`src/rtl/nf_ecc_pkg.sv`:
```
// Shared types and constants for the NAND sector ECC check-and-repair stage.
package nf_ecc_pkg;
  localparam int ECC_W        = 24;
  localparam int SECTOR_BYTES = 512;
  localparam int NPAIR        = ECC_W / 2;
  localparam int LOC_W        = NPAIR;

  typedef enum logic [1:0] {
    ST_CLEAN  = 2'b00,
    ST_CORR   = 2'b01,
    ST_ECCERR = 2'b10,
    ST_UNCORR = 2'b11
  } ecc_status_e;

  typedef enum logic [2:0] {
    S_IDLE  = 3'd0,
    S_CHECK = 3'd1,
    S_RD    = 3'd2,
    S_WAIT  = 3'd3,
    S_WR    = 3'd4,
    S_DONE  = 3'd5
  } ecc_state_e;
endpackage

```
`src/rtl/nf_ecc_syndrome.sv`:
```
// Combinational syndrome classifier: clean / single-bit data error / ECC-field error / uncorrectable.
module nf_ecc_syndrome
  import nf_ecc_pkg::*;
(
  input  logic [ECC_W-1:0] i_calc,
  input  logic [ECC_W-1:0] i_stored,
  output ecc_status_e      o_class,
  output logic [LOC_W-1:0] o_loc
);
  logic [ECC_W-1:0] w_syn;
  logic [NPAIR-1:0] w_pair_ok;
  logic [LOC_W-1:0] w_loc;

  assign w_syn = i_calc ^ i_stored;

  // A data-bit error flips exactly one bit of every even/odd pair; the odd bit carries the address.
  for (genvar k = 0; k < NPAIR; k++) begin : g_pair
    assign w_pair_ok[k] = w_syn[2*k] ^ w_syn[2*k+1];
    assign w_loc[k]     = w_syn[2*k+1];
  end

  always_comb begin
    o_class = ST_UNCORR;
    if (w_syn == '0)          o_class = ST_CLEAN;
    else if (&w_pair_ok)      o_class = ST_CORR;
    else if ($onehot(w_syn))  o_class = ST_ECCERR;
  end

  assign o_loc = (o_class == ST_CORR) ? w_loc : '0;
endmodule

```
`src/rtl/nf_ecc_corrector.sv`:
```
// Post-read ECC check; repairs a single flipped data bit in the page RAM via a port-A read-modify-write.
module nf_ecc_corrector
  import nf_ecc_pkg::*;
#(
  parameter int RAM_AW  = 9,
  parameter int RAM_LAT = 1
) (
  input  logic              i_clk,
  input  logic              i_rst,
  input  logic              i_start,
  input  logic [1:0]        i_sector,
  input  logic [ECC_W-1:0]  i_ecc_calc,
  input  logic [ECC_W-1:0]  i_ecc_stored,
  output logic              o_ram_req,
  output logic [RAM_AW-1:0] o_ram_addr,
  output logic              o_ram_we,
  output logic [31:0]       o_ram_wdata,
  input  logic [31:0]       i_ram_rdata,
  output logic              o_busy,
  output logic              o_done,
  output logic [1:0]        o_status,
  output logic [LOC_W-1:0]  o_err_loc
);
  ecc_state_e        r_state, w_next;
  logic [1:0]        r_sector;
  logic [ECC_W-1:0]  r_calc, r_stored;
  logic [LOC_W-1:0]  r_loc;
  logic [1:0]        r_wait_cnt;
  logic [31:0]       r_rdata;
  logic [1:0]        r_status;
  logic [LOC_W-1:0]  r_err_loc;

  ecc_status_e       w_class;
  logic [LOC_W-1:0]  w_loc;
  logic              w_wait_last;
  logic              w_access;
  logic [RAM_AW-1:0] w_addr;
  logic [31:0]       w_mask;

  nf_ecc_syndrome u_syn (
    .i_calc   (r_calc),
    .i_stored (r_stored),
    .o_class  (w_class),
    .o_loc    (w_loc)
  );

  // loc = {byte[8:0], bit[2:0]}: word = {sector, byte[8:2]}, bit-in-word = {byte[1:0], bit} = loc[4:0].
  assign w_addr      = RAM_AW'({r_sector, r_loc[11:5]});
  assign w_mask      = 32'd1 << r_loc[4:0];
  assign w_wait_last = (r_wait_cnt == 2'(RAM_LAT - 1));

  always_comb begin
    w_next = r_state;
    unique case (r_state)
      S_IDLE:  if (i_start) w_next = S_CHECK;
      S_CHECK: w_next = (w_class == ST_CORR) ? S_RD : S_DONE;
      S_RD:    w_next = S_WAIT;
      S_WAIT:  if (w_wait_last) w_next = S_WR;
      S_WR:    w_next = S_DONE;
      S_DONE:  w_next = S_IDLE;
      default: w_next = S_IDLE;
    endcase
  end

  always_ff @(posedge i_clk) begin
    if (i_rst) begin
      r_state    <= S_IDLE;
      r_sector   <= '0;
      r_calc     <= '0;
      r_stored   <= '0;
      r_loc      <= '0;
      r_wait_cnt <= '0;
      r_rdata    <= '0;
      r_status   <= ST_CLEAN;
      r_err_loc  <= '0;
    end else begin
      r_state <= w_next;
      if (r_state == S_IDLE && i_start) begin
        r_sector <= i_sector;
        r_calc   <= i_ecc_calc;
        r_stored <= i_ecc_stored;
      end
      if (r_state == S_CHECK) begin
        r_loc <= w_loc;
        if (w_class != ST_CORR) begin
          r_status  <= w_class;
          r_err_loc <= '0;
        end
      end
      if (r_state == S_RD)        r_wait_cnt <= '0;
      else if (r_state == S_WAIT) r_wait_cnt <= r_wait_cnt + 2'd1;
      if (r_state == S_WAIT && w_wait_last) r_rdata <= i_ram_rdata;
      if (r_state == S_WR) begin
        r_status  <= ST_CORR;
        r_err_loc <= r_loc;
      end
    end
  end

  assign w_access    = (r_state == S_RD) || (r_state == S_WAIT) || (r_state == S_WR);
  assign o_ram_req   = w_access;
  assign o_ram_addr  = w_access ? w_addr : '0;
  // Reset in the WR cycle must stop the RAM from committing the write on that same edge.
  assign o_ram_we    = (r_state == S_WR) && !i_rst;
  assign o_ram_wdata = (r_state == S_WR) ? (r_rdata ^ w_mask) : '0;
  assign o_busy      = (r_state != S_IDLE);
  assign o_done      = (r_state == S_DONE);
  assign o_status    = r_status;
  assign o_err_loc   = r_err_loc;
endmodule

```
`config.mk`:
```
export PLATFORM = sky130hd
export DESIGN_NAME = nf_ecc_corrector
export DESIGN_NICKNAME = d
export VERILOG_FILES = /design/src/rtl/nf_ecc_pkg.sv /design/src/rtl/nf_ecc_syndrome.sv /design/src/rtl/nf_ecc_corrector.sv
export SDC_FILE = /design/constraint.sdc
export NUM_CORES = 1
export LEC_CHECK = 0
export CORE_MARGIN = 5
export CORE_UTILIZATION = 33
export CTS_CLUSTER_DIAMETER = 150
export DETAILED_ROUTE_END_ITERATION = 16
export GPL_TIMING_DRIVEN = 0
export MAX_ROUTING_LAYER = met4
export SLEW_MARGIN = 10
export SYNTH_ARGS = -nofsm -noshare
export SYNTH_HDL_FRONTEND = slang
export SYNTH_HIERARCHICAL = 1
export SYNTH_SLANG_ARGS = --single-unit
```
`constraint.sdc`:
```
create_clock -name i_clk -period 10.4 [get_ports i_clk]
set_input_delay 2.08 -clock i_clk [delete_from_list [all_inputs] [get_ports i_clk]]
set_output_delay 2.08 -clock i_clk [all_outputs]
set_load 0.005 [all_outputs]
```
Yosys cells after proc, flatten, opt, wreduce, memory -nomap -nowiden:

Index checks and enable logic that the tools add are counted.

* register bits after elaboration: 113
* output and inout port bits: 59

* add/sub/neg operators: 24
* equal/unequal tests: 10
* shift operators: 1
* multiplexer cells: 16
* bitwise logic cells: 14
* reductions and logical operators: 18

Operator list (number)
* adder 5 bit: 11
* 2-to-1 mux 12 bit: 4
* 2-to-1 mux 32 bit: 1
* left shift 1 x 5 -> 32 bit (first input constant): 1
* XOR 32 bit: 1
* adder 1 x 1 -> 2 bit: 12
* logical NOT 24 bit: 1
* XOR 24 bit: 1
* case mux 3 bit (5 select lines): 1
* AND reduction 12 bit: 1
* XOR 1 bit: 12
* 2-to-1 mux 3 bit: 3
* 2-to-1 mux 9 bit: 1
* equality test 3 x 2 -> 1 bit (second input constant): 2
* equality test 3 bit (second input constant): 2
* AND reduction 2 bit: 3
* equality test 5 x 1 -> 1 bit (second input constant): 1
* 2-to-1 mux 1 bit: 4
* 2-to-1 mux 2 bit: 2
* inequality test 2 bit (second input constant): 2
* nonzero test 2 bit: 2
* OR reduction 2 bit: 2
* equality test 3 x 1 -> 1 bit (second input constant): 1
* logical AND 1 bit: 3
* other kinds (8): 9

Depth between registers and ports, before layout:

* depth after elaboration: 14
* depth in mapped cells: 20

Cells and area by module:

Netlist, hierarchy kept.

Modules (own cells, without submodules)
* nf_ecc_corrector: times used 1, cells an instance 660, area each 4936.0 sq um, seq. area each 2262.2 sq um
* nf_ecc_syndrome: times used 1, cells an instance 129, area each 1202.4 sq um, seq. area each 0.0 sq um

Least setup slack after synthesis:

No wires, ideal clock.

* path type: register to register
* start: reg r_stored[13]
* end: reg r_err_loc[10] (netlist: o_err_loc[10])
* setup time: 128 ps
* arrival time: 5192 ps
* data required time: 10272 ps
* setup slack: 5080 ps
* stages on the path, launching flop included: 20
* period minus slack after synthesis: 5320 ps
* cells stage by stage: dfxtp_1 > xnor2_1 > inv_1 > fa_1 > inv_1 > fa_1 > fa_1 > fa_1 > fa_1 > inv_1 > ha_1 > fa_1 > a21o_1 > a21oi_1 > xor2_1 > a31oi_1 > nor2b_1 > o21ai_0 > clkbuf_1 > o21ai_0

* longest elaborated chain between the ends: 13

Ends and longest elaborated chain
* start: declaration: RTL line nf_ecc_corrector.sv:26 `logic [ECC_W-1:0] r_calc, r_stored;`
* start signal: assignment: RTL line nf_ecc_corrector.sv:81 `r_stored <= i_ecc_stored;`
* XOR 24 bit (*): RTL line nf_ecc_syndrome.sv:14 `assign w_syn = i_calc ^ i_stored;`
* adder 1 x 1 -> 2 bit (implied by the code): RTL line nf_ecc_syndrome.sv:26 `else if ($onehot(w_syn)) o_class = ST_ECCERR;`
* adder 5 bit (implied by the code) (4 in a row): RTL line nf_ecc_syndrome.sv:26
* equality test 5 x 1 -> 1 bit: RTL line nf_ecc_syndrome.sv:26
* 2-to-1 mux 1 bit: RTL line nf_ecc_syndrome.sv:26
* 2-to-1 mux 2 bit: RTL line nf_ecc_syndrome.sv:25 `else if (&w_pair_ok) o_class = ST_CORR;`
* 2-to-1 mux 2 bit (*): RTL line nf_ecc_syndrome.sv:24 `if (w_syn == '0) o_class = ST_CLEAN;`
* via w_class[0]: RTL line nf_ecc_corrector.sv:33 `ecc_status_e w_class;`
* inequality test 2 x 1 -> 1 bit (*): RTL line nf_ecc_corrector.sv:85 `if (w_class != ST_CORR) begin`
* nonzero test 2 bit (no line) (*)
* AND reduction 2 bit (no line) (*)
* end signal: assignment: RTL line nf_ecc_corrector.sv:95 `r_err_loc <= r_loc;`
* end: declaration: RTL line nf_ecc_corrector.sv:31 `logic [LOC_W-1:0] r_err_loc;`

Mark *: on every way through the listed nets, which the timed path passes. The rest lies on a longest branch.
A chain may end at the register's enable or synchronous reset.

Final worst setup path:

* start: reg r_stored[13]
* end: reg r_err_loc[2] (netlist: o_err_loc[2])

The elaborated chain is that of the path after synthesis.

==> results_tabular.tex <==
\begin{tabular}{lr}
\hline
Metric & Value \\
\hline
\multicolumn{2}{l}{\textbf{Run status}} \\
\quad Run status & finished clean \\
\multicolumn{2}{l}{\textbf{Placement}} \\
\quad DPL Wire Length & 13810 um \\
\quad Final RePlAce weighted congestion & 0.8552 \\
\quad PortBufs & 142 \\
\quad Area post-placement & 7846 um2 \\
\multicolumn{2}{l}{\textbf{Synthesis}} \\
\quad Count of synthesis-stage warnings from yosys & 6 \\
\quad Share of the yosys chip area belonging to registers & 0.3685 \\
\quad Top FF cell, synth & dfxtp\_1 \\
\quad Number of distinct library cells after synthesis & 45 \\
\quad Count of flip-flops with a built-in enable after synthesis & 0 \\
\quad Number of cells produced by synthesis & 789 \\
\quad Mean area per synthesized cell & 7.780 um2 \\
\quad Post-Syn Area & 6138 um2 \\
\quad Synthesized netlist net count & 917 \\
\quad Synth Register Bits & 113 \\
\quad Async S/R FF share, synth & 0 \\
\multicolumn{2}{l}{\textbf{Clock network}} \\
\quad Clock transition at the registers of the reported paths & 0.05 ns \\
\quad CTS tree & done \\
\quad Buffer cell driving the clock tree root & clkbuf\_16 \\
\quad Count of hold buffers inserted by post-cts repair & 0 \\
\quad Clock buffer depth & 2 \\
\quad \# H-tree levels & 4 \\
\quad Clock latency of the later-clocked register in the worst-skew pair & 0.41 ns \\
\quad TritonCTS buffer count & 17 \\
\quad Cts repair resizes & 0 \\
\quad Total setup buffers inserted after CTS & 0 \\
\quad Clock sinks & 113 \\
\multicolumn{2}{l}{\textbf{Route}} \\
\quad Via-per-instance ratio & 4.844 \\
\quad Final wirelength & 18230 um \\
\quad Detailed Routing Iterations Pass 1 & 5 \\
\quad Routed length per instance & 15.29 um \\
\quad Vias after detailed routing & 5774 \\
\quad Initial DRC Count & 240 \\
\quad ANT nets after route & 0 \\
\quad Number of DRC violations after detailed routing & 0 \\
\multicolumn{2}{l}{\textbf{Cells and area}} \\
\quad Final-stage net count & 1078 \\
\quad Most common library cell in the layout ignoring fill and taps & nand2\_1 \\
\quad Final instance area & 8463 um2 \\
\quad Fraction of final layout cells sized beyond drive strength 1 & 0.07892 \\
\quad Area growth from synthesis to layout & 37.87\% \\
\quad Most used cells in the layout excluding fill and tap cells & nand2\_1 (204), clkdlybuf4s50\_1 (142), a21oi\_1 (131) \\
\quad Total inserted antenna cells & 0 \\
\multicolumn{2}{l}{\textbf{GRT}} \\
\quad First-pass GRT wire length & 29740 um \\
\quad Global-route total usage across every layer & 0.1776 \\
\quad Overflow after GRT & 0 \\
\quad Number of antenna violations at the first check in global routing & 0 \\
\quad Number of global-route vias before repair & 5714 \\
\quad Pin count of the biggest net entering global routing & 17 \\
\multicolumn{2}{l}{\textbf{Critical path}} \\
\quad R2R setup slack & 4.36 ns \\
\quad Crit end category & flop \\
\quad Req. time, crit path & 10.68 ns \\
\quad Reg2Reg Launch Point & r\_stored[13] \\
\quad CP Class & flop to flop \\
\quad Ordered cell list for the critical path & xnor2\_1, inv\_1, fa\_1, inv\_1, fa\_1, fa\_1, fa\_1, fa\_1, inv\_1, ha\_1, fa\_1, a21o\_1, a21oi\_1, xor2\_1, a31oi\_1, nor2b\_1, o21ai\_0, clkbuf\_1, o21ai\_0 \\
\quad Type of origin of the critical path & flop \\
\quad Critical path fanouts, max & 10 \\
\quad Arrival time at the worst endpoint & 6.32 ns \\
\quad Worst flop-to-flop path endpoint & o\_err\_loc[2] \\
\quad Cells on worst reg2reg path & 19 \\
\quad Cell with the largest stage delay on the worst path & fa\_1 \\
\quad Biggest cell delay along the critical path & 0.57 ns \\
\quad Most frequent CP cell & fa\_1 \\
\multicolumn{2}{l}{\textbf{STA}} \\
\quad Setup-violating endpoint count in the final report & 0 \\
\quad Time the worst path needs with I/O delays and setup & 6.038 ns \\
\quad Worst-margin pin slew & 0.9295 ns \\
\quad Maximum clock rate & 0.1656 GHz \\
\quad Final critical-path share of the clock period & 0.5806 \\
\quad Max-slew headroom & 0.3787 \\
\quad Total negative setup slack & 0 ns \\
\quad Final Hold Viols & 0 \\
\quad Worst-case clock skew & 0.006949 ns \\
\quad Pins Over Slew Limit & 0 \\
\quad RSZ-0062 raised after global routing & false \\
\multicolumn{2}{l}{\textbf{Die}} \\
\quad Floorplan die area & 21430 um2 \\
\quad Die Span X & 146.4 um \\
\quad Floorplan die height & 146.4 um \\
\quad Number of cell rows & 49 \\
\quad Initial Utilization & 0.3383 \\
\quad Floorplan Core Area & 18150 um2 \\
\quad Num ports & 144 \\
\multicolumn{2}{l}{\textbf{Pwr}} \\
\quad Maximum resistive drop on vdd & 0.0001332 V \\
\quad Reported leakage power & 3.031 nW \\
\quad Power per unit of standard cell area & 192.1 nW/um2 \\
\quad Overall power after layout & 1.626 mW \\
\multicolumn{2}{l}{\textbf{Hold path}} \\
\quad Hold Path Origin & r\_wait\_cnt[1] \\
\quad Number of cells on the worst hold path & 2 \\
\quad Hold Crit Class & flop to flop \\
\quad Capture endpoint of the worst hold path & r\_wait\_cnt[1] \\
\multicolumn{2}{l}{\textbf{Flow run}} \\
\quad Max-cap violations & 0 \\
\hline
\end{tabular}
## metal layers
layer  share of wire  wire length [um]  global-route usage
met1            0.47              8601              0.2294
met2            0.46              8356              0.2790
met5               0                 0                   -
met4          0.0075               136             0.04045
met3           0.062              1134             0.04896
## sequential cells by signal (all words and copies together), names as in the netlist
name        count
r_loc          12
r_state         3
r_rdata        32
o_status        2
r_sector        2
r_stored       24
r_wait_cnt      2
o_err_loc      12
r_calc         24
## power by group
part / total, mW / internal, mW / switching [mW]
clock network: 0.602 / 0.401 / 0.201
registers: 0.468 / 0.455 / 0.0128
logic: 0.556 / 0.250 / 0.305
total: 1.63 / 1.11 / 0.519
## worst max path at each step
stage                       from            end  slack [ns]  cells past startpoint
floorplan           r_stored[13]  o_err_loc[10]        5.08                     19
finish              r_stored[13]   o_err_loc[2]        4.36                     19
detailed placement  r_stored[13]   o_err_loc[5]        4.35                     19
global route        r_stored[13]   o_err_loc[9]        4.03                     19
global placement    r_stored[13]   o_err_loc[2]        4.38                     19
CTS                 r_stored[13]   o_err_loc[5]        4.34                     19
## synthesized netlist by cell type (all sizes together), types with 2 or more instances
library cell,count,share of area
nand3b,3,0.0037
nand4,6,0.0061
a31oi,3,0.0031
dfxtp,113,0.37
inv,35,0.021
a21o,2,0.0024
a211oi,2,0.0024
clkbuf,26,0.016
a2bb2oi,12,0.017
xor2,6,0.0086
nand3,3,0.0024
or3b,4,0.0057
nor3b,2,0.0033
nand2b,19,0.020
fa,17,0.055
nor2b,11,0.011
or3,35,0.036
o21ai,46,0.038
nor4b,3,0.0063
ha,26,0.053
nor3,4,0.0049
xnor2,21,0.030
buf,30,0.027
nand2,204,0.12
nor2,15,0.014
a21oi,131,0.11
## critical path, delay by kind of cell, from the launching register on
kind | cells | cell delay [ns]
adder cells (fa/ha/maj) | 7 | 3.23
AO/OA/AOI/OAI | 5 | 0.97
buffers and inverters | 4 | 0.61
XOR/XNOR | 2 | 0.60
flip-flops | 1 | 0.31
AND/OR/NAND/NOR | 1 | 0.20
## logic make-up (layout without fill, tap and decap cells)
| logic type | count (synthesis) | count (layout) | share of synthesized area |
|---|---|---|---|
| AND/OR/NAND/NOR | 315 | 315 | 0.2456 |
| AO/OA/AOI/OAI | 200 | 200 | 0.1749 |
| flip-flops | 113 | 113 | 0.3685 |
| buffers and inverters | 91 | 265 | 0.06400 |
| adder cells (fa/ha/maj) | 43 | 43 | 0.1084 |
| XOR/XNOR | 27 | 27 | 0.03852 |
## metrics by stage
stage | hold WS [ns] | std cells | setup slack [ns] | util
6_report | 0.4497 | 1192 | 4.362 | 0.4664
5_1_grt | 0.4801 | 1192 | 4.027 | 0.4664
4_1_cts | 0.4504 | 1192 | 4.339 | 0.4664
3_5_place_dp | 0.4430 | 1160 | 4.351 | 0.4324
3_3_place_gp | 0.4413 | 1160 | 4.376 | 0.4324
2_1_floorplan | 0.4318 | 789 | 5.080 | -
## cell type report
class,count,area (um2)
buffer,56,261.5
clock buffer,23,488.0
clock inverter,9,128.9
fill,1846,9684
inverter,35,131.4
multi-input combinational,585,3483
sequential,113,2262
tap,229,286.5
timing repair buffer,142,1421
Power figures use the tool's default switching activity.
